--- src/rtl/async_chan_rx_if.sv ---
// rtl/async_chan_rx_if.sv - bundled-data channel and valid/ready stream bundle for async_chan_rx.
interface async_chan_rx_if #(
   parameter int W     = 15,
   parameter int DEPTH = 4
);
   logic                     ch_req;
   logic [W-1:0]             ch_data;
   logic                     ch_ack;
   logic                     out_valid;
   logic [W-1:0]             out_data;
   logic                     out_ready;
   logic [$clog2(DEPTH):0]   level;

   modport slave (
      input  ch_req, ch_data, out_ready,
      output ch_ack, out_valid, out_data, level
   );

   modport master (
      output ch_req, ch_data, out_ready,
      input  ch_ack, out_valid, out_data, level
   );
endinterface

--- src/rtl/async_chan_rx.sv ---
// rtl/async_chan_rx.sv - clocked receiver for the req/ack bundled-data channel with FIFO output.
// Define ASYNC_RX_TWO_PHASE_EN for 2-phase (transition) signalling; default is 4-phase.
module async_chan_rx #(
   parameter int W           = 15,
   parameter int DEPTH       = 4,
   parameter int SYNC_STAGES = 2
) (
   input  logic            clk,
   input  logic            rst_n,
   async_chan_rx_if.slave  bus
);
   localparam int AW = $clog2(DEPTH);

   logic [SYNC_STAGES-1:0] r_sync;
   logic                   r_ack;
   logic                   r_push;
   logic [W-1:0]           r_cap;
   logic [W-1:0]           r_mem [DEPTH];
   logic [AW-1:0]          r_wr_ptr;
   logic [AW-1:0]          r_rd_ptr;
   logic [AW:0]            r_level;

   logic                   w_req_s;
   logic                   w_can_push;
   logic                   w_pop;

   assign w_req_s    = r_sync[SYNC_STAGES-1];
   assign w_can_push = (r_level < (AW+1)'(DEPTH));
   assign w_pop      = (r_level != '0) && bus.out_ready;

   assign bus.ch_ack    = r_ack;
   assign bus.out_valid = (r_level != '0);
   assign bus.out_data  = (r_level != '0) ? r_mem[r_rd_ptr] : '0;
   assign bus.level     = r_level;

   always_ff @(posedge clk or negedge rst_n) begin
      if (!rst_n) begin
         r_sync <= '0;
      end else begin
         r_sync <= {r_sync[SYNC_STAGES-2:0], bus.ch_req};
      end
   end

   // The captured word lands in the FIFO one edge after ack, so out_valid trails ack by a cycle.
`ifdef ASYNC_RX_TWO_PHASE_EN
   always_ff @(posedge clk or negedge rst_n) begin
      if (!rst_n) begin
         r_ack  <= 1'b0;
         r_push <= 1'b0;
         r_cap  <= '0;
      end else begin
         r_push <= 1'b0;
         if ((w_req_s != r_ack) && w_can_push) begin
            r_cap  <= bus.ch_data;
            r_push <= 1'b1;
            r_ack  <= ~r_ack;
         end
      end
   end
`else
   typedef enum logic {S_IDLE, S_HOLD} state_t;
   state_t r_state;

   always_ff @(posedge clk or negedge rst_n) begin
      if (!rst_n) begin
         r_state <= S_IDLE;
         r_ack   <= 1'b0;
         r_push  <= 1'b0;
         r_cap   <= '0;
      end else begin
         r_push <= 1'b0;
         case (r_state)
            S_IDLE: begin
               if (w_req_s && w_can_push) begin
                  r_cap   <= bus.ch_data;
                  r_push  <= 1'b1;
                  r_ack   <= 1'b1;
                  r_state <= S_HOLD;
               end
            end
            S_HOLD: begin
               if (!w_req_s) begin
                  r_ack   <= 1'b0;
                  r_state <= S_IDLE;
               end
            end
            default: r_state <= S_IDLE;
         endcase
      end
   end
`endif

   always_ff @(posedge clk) begin
      if (r_push) begin
         r_mem[r_wr_ptr] <= r_cap;
      end
   end

   always_ff @(posedge clk or negedge rst_n) begin
      if (!rst_n) begin
         r_wr_ptr <= '0;
         r_rd_ptr <= '0;
         r_level  <= '0;
      end else begin
         if (r_push) begin
            r_wr_ptr <= r_wr_ptr + AW'(1);
         end
         if (w_pop) begin
            r_rd_ptr <= r_rd_ptr + AW'(1);
         end
         case ({r_push, w_pop})
            2'b10:   r_level <= r_level + (AW+1)'(1);
            2'b01:   r_level <= r_level - (AW+1)'(1);
            default: r_level <= r_level;
         endcase
      end
   end
endmodule

--- src/flat_wrapper.sv ---
// flat-port wrapper written by rule: the top's interface ports become plain ports
module async_chan_rx_flat 
#(
   parameter int W           = 15,
   parameter int DEPTH       = 4,
   parameter int SYNC_STAGES = 2
)
  (clk, rst_n, bus_ch_req, bus_ch_data, bus_out_ready, bus_ch_ack, bus_out_valid, bus_out_data, bus_level);
  async_chan_rx_if #(.W(W), .DEPTH(DEPTH)) bus_i ();
  input  logic clk;
  input  logic rst_n;
  input wire logic [$bits(bus_i.ch_req)-1:0] bus_ch_req;
  input wire logic [$bits(bus_i.ch_data)-1:0] bus_ch_data;
  input wire logic [$bits(bus_i.out_ready)-1:0] bus_out_ready;
  output wire logic [$bits(bus_i.ch_ack)-1:0] bus_ch_ack;
  output wire logic [$bits(bus_i.out_valid)-1:0] bus_out_valid;
  output wire logic [$bits(bus_i.out_data)-1:0] bus_out_data;
  output wire logic [$bits(bus_i.level)-1:0] bus_level;
  assign bus_i.ch_req = bus_ch_req;
  assign bus_i.ch_data = bus_ch_data;
  assign bus_i.out_ready = bus_out_ready;
  assign bus_ch_ack = bus_i.ch_ack;
  assign bus_out_valid = bus_i.out_valid;
  assign bus_out_data = bus_i.out_data;
  assign bus_level = bus_i.level;
  async_chan_rx #(.W(W), .DEPTH(DEPTH), .SYNC_STAGES(SYNC_STAGES)) u_core (.clk(clk), .rst_n(rst_n), .bus(bus_i));
endmodule
--- config.mk ---
export PLATFORM = sky130hd
export DESIGN_NAME = async_chan_rx_flat
export DESIGN_NICKNAME = d
export VERILOG_FILES = /design/src/rtl/async_chan_rx_if.sv /design/src/rtl/async_chan_rx.sv /design/src/flat_wrapper.sv
export SDC_FILE = /design/constraint.sdc
export NUM_CORES = 1
export LEC_CHECK = 0
export BUFFER_PORTS_ARGS = -buffer_cell sky130_fd_sc_hd__buf_2
export CORE_ASPECT_RATIO = 1.2
export CORE_MARGIN = 4
export CORE_UTILIZATION = 57
export CTS_CLUSTER_DIAMETER = 120
export DETAILED_ROUTE_END_ITERATION = 8
export PLACE_DENSITY_LB_ADDON = 0.1
export SETUP_SLACK_MARGIN = 0.5
export SLEW_MARGIN = 20
export SYNTH_ARGS = -nofsm -noshare
export SYNTH_HDL_FRONTEND = slang
export SYNTH_SLANG_ARGS = --single-unit
--- constraint.sdc ---
create_clock -name clk -period 2.7 [get_ports clk]
set_clock_uncertainty 0.15 [all_clocks]
set_input_delay 0.405 -clock clk [delete_from_list [all_inputs] [get_ports clk]]
set_output_delay 0.405 -clock clk [all_outputs]
set_load 0.01 [all_outputs]
Yosys cells after proc, flatten, opt, wreduce, memory -nomap -nowiden
Memories as Yosys holds them, arrays and structs flattened.
Index checks and enable logic that the tools add are counted.
{"block": "word_totals", "reg_bits": 27, "ramBits": 60, "in_bits": 19, "memories": 1}
{"block": "classes", "n_reduce_logical": 6, "bitwise_logic": 1, "n_lt_le_gt_ge": 1, "add_sub_neg": 4, "muxes": 11, "n_eq_ne": 4}
{"name": "u_core.r_mem", "words": 4, "word_bits": 15, "rd": 1, "rd_clocked_by_memory_dff": 0, "wr": 1, "line_no": "async_chan_rx.sv:18", "source": "logic [W-1:0] r_mem [DEPTH];"}
{"cell": "$mux 15", "count": 1}
{"cell": "$mux 1", "count": 7}
{"cell": "$pmux 3 s2", "count": 1}
{"cell": "$add 2x1->2 const B", "count": 2}
{"cell": "$pmux 1 s2", "count": 2}
{"cell": "$reduce_and 2->1", "count": 2}
{"cell": "$add 3x1->3 const B", "count": 1}
{"cell": "$lt 3x3->1 const B", "count": 1}
{"cell": "$reduce_bool 3->1", "count": 1}
{"cell": "$sub 3x1->3 const B", "count": 1}
{"cell": "$eq 2x1->1 const B", "count": 1}
{"cell": "$eq 2x2->1 const B", "count": 1}
{"cell": "$logic_and 1x1->1", "count": 2}
{"cell": "$ne 2x1->1 const B", "count": 1}
{"cell": "$ne 2x2->1 const B", "count": 1}
{"cell": "$reduce_bool 2->1", "count": 1}
{"cell": "$not 1->1", "count": 1}

Logic depth before layout (Yosys ltp)
Gate-level depths: netlist (run 1).
{"block": "depth", "depth_word": 4, "ltp_mapped": 9, "ltp_nobuf": 8}

Worst setup path after synthesis (run 1)
Ideal clock, no wire load.
{"block": "synth_path", "path_type": "flip-flop to flip-flop", "startpoint": "register u_core.r_level[0] (netlist: u_core.bus.level[0])", "endpoint": "register u_core.r_level[2] (netlist: u_core.bus.level[2])", "stages_incl_launch_ff": 10, "path_buffers": 1, "period_less_slack_ns": 2.138, "setup_time_ns": 0.122, "arrival_ns": 1.866, "slack_ns": 0.562, "cell_sequence": "dfrtp_1 > or3_1 > clkbuf_1 > and2_1 > ha_1 > inv_1 > fa_1 > xor2_1 > nor2_1 > xnor2_1"}
{"block": "synth_via", "elab_chain_len": 4, "word_cells_on_any_way": 8, "cone_classes": "add/sub: 2; eq/ne: 2; mux: 1; reduce/logical: 3"}
{"item": "start: declaration", "line_no": "async_chan_rx.sv:21", "source": "logic [AW:0] r_level;"}
{"item": "start signal: assignment", "line_no": "async_chan_rx.sv:112", "source": "2'b10: r_level <= r_level + (AW+1)'(1);"}
{"item": "start signal: assignment", "line_no": "async_chan_rx.sv:113", "source": "2'b01: r_level <= r_level - (AW+1)'(1);"}
{"item": "start signal: assignment", "line_no": "async_chan_rx.sv:114", "source": "default: r_level <= r_level;"}
{"item": "$reduce_bool 3->1 *", "line_no": "async_chan_rx.sv:29", "source": "assign w_pop = (r_level != '0) && bus.out_ready;"}
{"item": "$logic_and 1x1->1 *", "line_no": "async_chan_rx.sv:29"}
{"item": "via u_core.w_pop", "line_no": "async_chan_rx.sv:25", "source": "logic w_pop;"}
{"item": "$eq 2x1->1 or $eq 2x2->1 (tied branches)", "line_no": "async_chan_rx.sv:111", "source": "case ({r_push, w_pop})"}
{"item": "$pmux 3 s2 or $reduce_bool 2->1 (tied branches)"}
Mark *: on every way through the listed nets, which the timed path passes. The rest lies on a longest branch.
A chain may end at the register's enable or synchronous reset.

Final worst setup path (run 1)
{"block": "layout_path", "startpoint": "register u_core.r_rd_ptr[0]", "endpoint": "output port bus_out_data[0]"}
{"block": "layout_via", "elab_chain_len": 2}
{"item": "start: declaration", "line_no": "async_chan_rx.sv:20", "source": "logic [AW-1:0] r_rd_ptr;"}
{"item": "start signal: assignment", "line_no": "async_chan_rx.sv:109", "source": "r_rd_ptr <= r_rd_ptr + AW'(1);"}
{"item": "$mem_v2 4x15"}
{"item": "$mux 15", "line_no": "async_chan_rx.sv:33", "source": "assign bus.out_data = (r_level != '0) ? r_mem[r_rd_ptr] : '0;"}
{"item": "end: declaration", "line_no": "flat_wrapper.sv:17", "source": "output wire logic [$bits(bus_i.out_data)-1:0] bus_out_data;"}
No other way between the ends.

==> results of run 1 <==
## cells by family (layout without fill, tap and decap cells)
kind of cell / after synthesis / in the layout
AO/OA/AOI/OAI: 4 / 4
XOR/XNOR: 6 / 6
adder cells (fa/ha/maj): 6 / 6
buffers and inverters: 14 / 70
flip-flops: 87 / 87
multiplexers: 31 / 31
AND/OR/NAND/NOR: 26 / 26
## state kept, by name (all words and copies together) (netlist names)
signal / flops
u_core.bus.level: 3
u_core.r_wr_ptr: 2
u_core.r_rd_ptr: 2
u_core.r_state: 1
u_core.bus.ch_ack: 1
u_core.r_cap: 15
u_core.r_push: 1
u_core.r_mem: 60
u_core.r_sync: 2
## stage by stage
stage               instances  worst slack, ns  hold WS, ns  total power, µW  utilization [%]
detailed placement        290            0.466        0.195             3450             64.4
CTS                       309            0.443       0.0208             4510             68.7
finish                    310            0.462       0.0323             4750             70.5
floorplan                 174            0.562      -0.0406             3030                -
global route              310            0.389      0.00402             5020             70.5
global placement          290            0.485        0.192             3370             64.4
## layout by cell type (no fill, tap or decap), drive strengths merged
cell type    synthesis  routed
edfxtp              60      60
buf                  6      46
dfrtp               27      27
and2                20      20
mux4                15      15
mux2                15      15
clkbuf               1      11
inv                  7       7
ha                   5       5
xor2                 3       3
xnor2                3       3
clkinv               0       3
nand2                2       2
o21ai                2       2
bufinv               0       2
or3                  1       1
nor3b                1       1
o21a                 1       1
nor2                 1       1
nand3                1       1
a21oi                1       1
mux2i                1       1
fa                   1       1
dlygate4sd3          0       1
## worst min path at each step
stage | cells past startpoint | startpoint | to
floorplan | 0 | rst_n | u_core.bus.ch_ack
global placement | 0 | u_core.r_sync[0] | u_core.r_sync[1]
detailed placement | 0 | u_core.r_sync[0] | u_core.r_sync[1]
CTS | 1 | bus_ch_req | u_core.r_sync[0]
global route | 1 | bus_ch_req | u_core.r_sync[0]
finish | 1 | bus_ch_req | u_core.r_sync[0]
## worst register-to-register path: stages, from the launching register on
cell     delay [ns]
dfrtp_1        0.43
or3_1          0.33
and2_1         0.21
ha_1           0.24
inv_1          0.07
fa_1           0.40
mux2i_1        0.16
## repair_timing
action / in CTS / in global routing
hold buffers: 1 / 0
setup buffers: 2 / 1
endpoints found under the setup margin: 15 / 17
hold endpoints to repair: 27 / 0
pin swaps: 14 / 1
gates resized for setup: 13 / 23
## report_power, final
| group | internal, µW | switching, µW |
|---|---|---|
| Sequential | 1880 | 278 |
| Clock | 577 | 428 |
| Combinational | 960 | 629 |
## routing by layer
layer	part of all wire, %	vias to the layer above
li1	-	749
met1	44	827
met2	53	38
met3	3.7	0
met4	0	0
met5	0	-
## final cells by class
cell class                 count  area [µm²]
sequential                    87        2480
fill                         391        1690
multi-input combinational     73         868
timing repair buffer          47         344
clock buffer                  11         153
tap                           80         100
clock inverter                 5        78.8
inverter                       7        26.3
==> reports/qor.yml, run 1 <==
yosys:
  yosysMostFrequentCell: "edfxtp_1"
  syn_area_mm2: 0.00343
  synth.avg_cell_area_um2: 19.7
  yosysTopAreaCell: "edfxtp_1"
  synth_top_family_by_area: "multiplexers"
  synth.mux.area_fraction_pct: 15.8
  synthSimpleGateAreaFrac_pct: 4.85
  synthTopCellsByCount: "60 x edfxtp_1, 27 x dfrtp_1, 20 x and2_1, 14 x mux2_2, 8 x mux4_2"
  async_flop_share_pct: 31.0
  synth_xor_area_share_pct: 1.53
  synth-adder-area-share_pct: 2.41
  synth_compound_area_share_pct: 0.656
  synth.distinct_cells: 25
  ys.flop_type: "edfxtp_1"
  synth_edf_count: 60
  synth_seq_cells: 87
  synth_area_leaders: "edfxtp_1 52%, dfrtp_1 20%, mux4_1 5.4%, mux4_2 5.2%, mux2_2 4.6%"
  yosysSeqAreaShare_pct: 72.2
  yosysWarnings: 0
  synth_cells: 174
  synth_top_area_share_pct: 52.5
  synth_nets: 199
critical_path:
  rr_endpoint: "u_core.bus.level[1]"
  cp_slowest_stage_delay_ns: 0.50
  cpMostUsedCell: "buf_6"
  crit_path_max_fanout: 5
  crit_end: "bus_out_data[0]"
  r2r_cells: 6
  crit_buf_inv: 2
  slowest_stage: "mux4_2"
  regToRegSetupSlack_ns: 0.64
  startpoint_type: "flop"
  path_cells: "buf_6 > mux4_2 > and2_4 > buf_6"
  r2r_start: "u_core.bus.level[2]"
  crit_type: "reg2out"
  cp.required_ns: 2.14
  path_depth: 4
  crit_family: "multiplexers"
  cp.arrival_ns: 1.68
  end_kind: "primary output"
  crit_start: "u_core.r_rd_ptr[0]"
clock_network:
  clk_latency_ns: 0.33
  cts_root_buf: "clkbuf_8"
  clk_pin_slew_ns: 0.08
  cts_max_level: 3
  cts_made_buffers: 9
  cts_tree: "yes"
  numClockSinks: 87
  clk_path_buf_depth: 2
power_and_ir_drop:
  p_leak_uw: 0.00155
  power.density_mw_per_mm2: 1170
  vdd_drop_max_mv: 0.643
grt:
  grt_usage_pct: 16.8
  grt_max_degree: 28
  top_usage_layer: "met2"
  grtUsageMet2_pct: 28.5
  grt_pass1_wl_mm: 9.09
  first_global_vias: 1782
  grt_use_met3_pct: 4.14
  antenna_found_initial: 0
  grt_overflow: 0
  use_met1_pct: 22.3
floorplan:
  dieWidth_um: 78.8
  ios: 39
  initial_utilization_pct: 59.8
  rows: 30
  die_height_um: 93
  fp.coreArea_mm2: 0.00574
  die_area_mm2: 0.00733
placement:
  gp_congestion: 0.680
  numPortBuffers: 38
  dpl.hpwl_mm: 3.58
  dpl_cell_area_mm2: 0.00370
min_path:
  hold_path_class: "in2reg"
detailed_routing:
  drt_first_iter_violations: 92
  routedWlPerCell_um: 18.3
  vias: 1614
  drt_pass1_iterations: 4
  drc: 0
  drt_wl_total_mm: 5.68
  antenna_left: 0
  vias_per_cell: 5.21
cells_and_area:
  nNetsFinal: 250
  final_area_mm2: 0.00405
  layout-drive-gt1-share_pct: 45.2
  synthToLayoutAreaGrowth_pct: 18.0
  antenna_cells: 0
timing:
  slew_headroom_pct: 43.5
  hold_violations: 0
  period_minus_slack_ns: 2.24
  maxSlewViolCount: 0
  rsz0062_at_grt: "yes"
  period_share_pct: 82.9
  timing.fmax_mhz: 447
  worst_slew_pin_slew_ns: 0.847
  setup_violations: 0
  setup-tns-final_ns: 0
job:
  max-cap-violations: 0
outcome:
  status: "completed"
(Power assumes the default switching activity.)
==> inputs of run 2 (changes only) <==
==> constraint.sdc (replaced) <==
create_clock -name clk -period 2.1 [get_ports clk]
set_clock_uncertainty 0.15 [all_clocks]
set_input_delay 0.315 -clock clk [delete_from_list [all_inputs] [get_ports clk]]
set_output_delay 0.315 -clock clk [all_outputs]
set_load 0.01 [all_outputs]
==> reports/qor.yml, run 2 (same netlist as run 1, synthesis figures left out) <==
power_and_ir_drop:
  power.density_mw_per_mm2: 1530
  vdd_drop_max_mv: 0.920
  p_leak_uw: 0.00169
detailed_routing:
  drt_pass1_iterations: 4
  drt_first_iter_violations: 139
  drc: 0
  antenna_left: 0
  routedWlPerCell_um: 19.8
  vias: 1749
  drt_wl_total_mm: 6.46
  vias_per_cell: 5.37
timing:
  setup_violations: 15
  whs_ns: 0.0452
  timing.fmax_mhz: 443
  period_share_pct: 108
  period_minus_slack_ns: 2.26
  slew_headroom_pct: 57.0
  rsz0062_at_grt: "yes"
  hold_violations: 0
  worst_slew_pin_slew_ns: 0.645
  setup_slack_ns: -0.158
  maxSlewViolCount: 0
cells_and_area:
  mostFrequentLayoutCell: "edfxtp_1"
  largest_reg_flops: 60
  antenna_cells: 0
  fin_util_pct: 75.2
  regMostFlops: "u_core.r_mem"
  final_cell_mix: "60 x edfxtp_1, 25 x buf_2, 25 x dfrtp_1, 17 x buf_6, 15 x mux4_2"
  nNetsFinal: 266
  layout-drive-gt1-share_pct: 52.4
  layout.cells.non_filler: 326
  synthToLayoutAreaGrowth_pct: 25.9
floorplan:
  ios: 39
  fp.coreArea_mm2: 0.00574
  die_height_um: 93
  initial_utilization_pct: 59.8
  dieWidth_um: 78.8
  rows: 30
  die_area_mm2: 0.00733
placement:
  dp.cells: 297
  numPortBuffers: 38
  gp_congestion: 0.787
  dpl.hpwl_mm: 4.07
grt:
  grt_usage_pct: 19.4
  grt_overflow: 0
  grt_pass1_wl_mm: 10.3
  grt_max_degree: 28
  first_global_vias: 1919
  antenna_found_initial: 0
clock_network:
  cts_tree: "yes"
  clk_path_buf_depth: 2
  cts_root_buf: "clkbuf_8"
  clk_latency_ns: 0.34
  cts_made_buffers: 9
  cts_max_level: 3
  numClockSinks: 87
  clk_pin_slew_ns: 0.09
critical_path:
  crit_path_max_fanout: 6
  cp.required_ns: 1.63
  end_kind: "primary output"
  cp.arrival_ns: 1.79
  crit_type: "reg2out"
  r2r_cells: 8
  startpoint_type: "flop"
min_path:
  worstHoldPathCells: 2
  hold_path_class: "in2reg"
job:
  max-cap-violations: 0
outcome:
  status: "finished with violations"
  violations: "setup timing"
## run 2: cell types whose count changed in the layout (fill, tap and decap cells not counted), sizes merged
cell,change
inv,+2
clkinvlp,+2
clkinv,-3
clkbuf,-1
dlygate4sd3,+1
buf,+15
## run 2: path summary, 6_finish.rpt
check / startpoint / slack, ns / end
min reg2reg: u_core.r_sync[0] / 0.21 / u_core.r_sync[1]
max reg2reg: u_core.bus.level[2] / 0.06 / u_core.bus.level[2]
min in group asynchronous: rst_n / 0.37 / u_core.r_sync[0]
max in group asynchronous: rst_n / 0.97 / u_core.r_rd_ptr[0]
max: u_core.r_rd_ptr[0] / -0.16 / bus_out_data[1]
min: bus_ch_data[0] / 0.05 / u_core.r_cap[0]
## run 2: where the power goes
| part | internal (µW) | total, µW | switching, µW | leakage [µW] |
|---|---|---|---|---|
| combinational | 1610 | 2590 | 985 | 0.000727 |
| sequential | 2410 | 2750 | 341 | 0.000861 |
| clock | 679 | 1270 | 589 | 0.000104 |
| total | 4700 | 6610 | 1920 | 0.00169 |
## run 2: layout make-up
class                      count  area, µm²
multi-input combinational     73        937
clock inverter                 6       92.6
sequential                    87       2480
fill                         348       1420
timing repair buffer          63        557
inverter                       7       26.3
clock buffer                  10        128
tap                           80        100
## run 2: per-layer routing
metal | vias to the layer above | global-route usage [%] | part of all wire (%)
li1 | 784 | - | -
met1 | 918 | 24.2 | 40
met2 | 39 | 33.6 | 55
met3 | 8 | 3.66 | 3.8
met4 | 0 | 7.74 | 1.4
met5 | - | 0 | 0
## run 2: critical path, cell delays in order (launching register included)
cell and delay, ns:
dfrtp_2 0.45, buf_12 0.12, buf_16 0.12, mux4_2 0.50, and2_4 0.15, buf_6 0.11
## run 2: repair_timing
| item | CTS | global route |
|---|---|---|
| pin swaps | 15 | 6 |
| cloned | 2 | 0 |
| setup endpoints to repair | 34 | 28 |
| hold buffers | 2 | 0 |
| hold endpoints to repair | 28 | 0 |
| resized for setup | 26 | 21 |
| buffers inserted | 8 | 1 |
## run 2: through the flow
stage / worst slack [ns] / TNS [ns] / total power, µW / instance area (µm²)
3_5_place_dp: 0.107 / 0 / 4660 / 3800
6_report: -0.158 / -1.37 / 6610 / 4320
3_3_place_gp: 0.217 / 0 / 4510 / 3800
4_1_cts: -0.174 / -1.60 / 6410 / 4230
5_1_grt: -0.224 / -2.36 / 6940 / 4320
2_1_floorplan: 0.0816 / 0 / 4010 / 3470
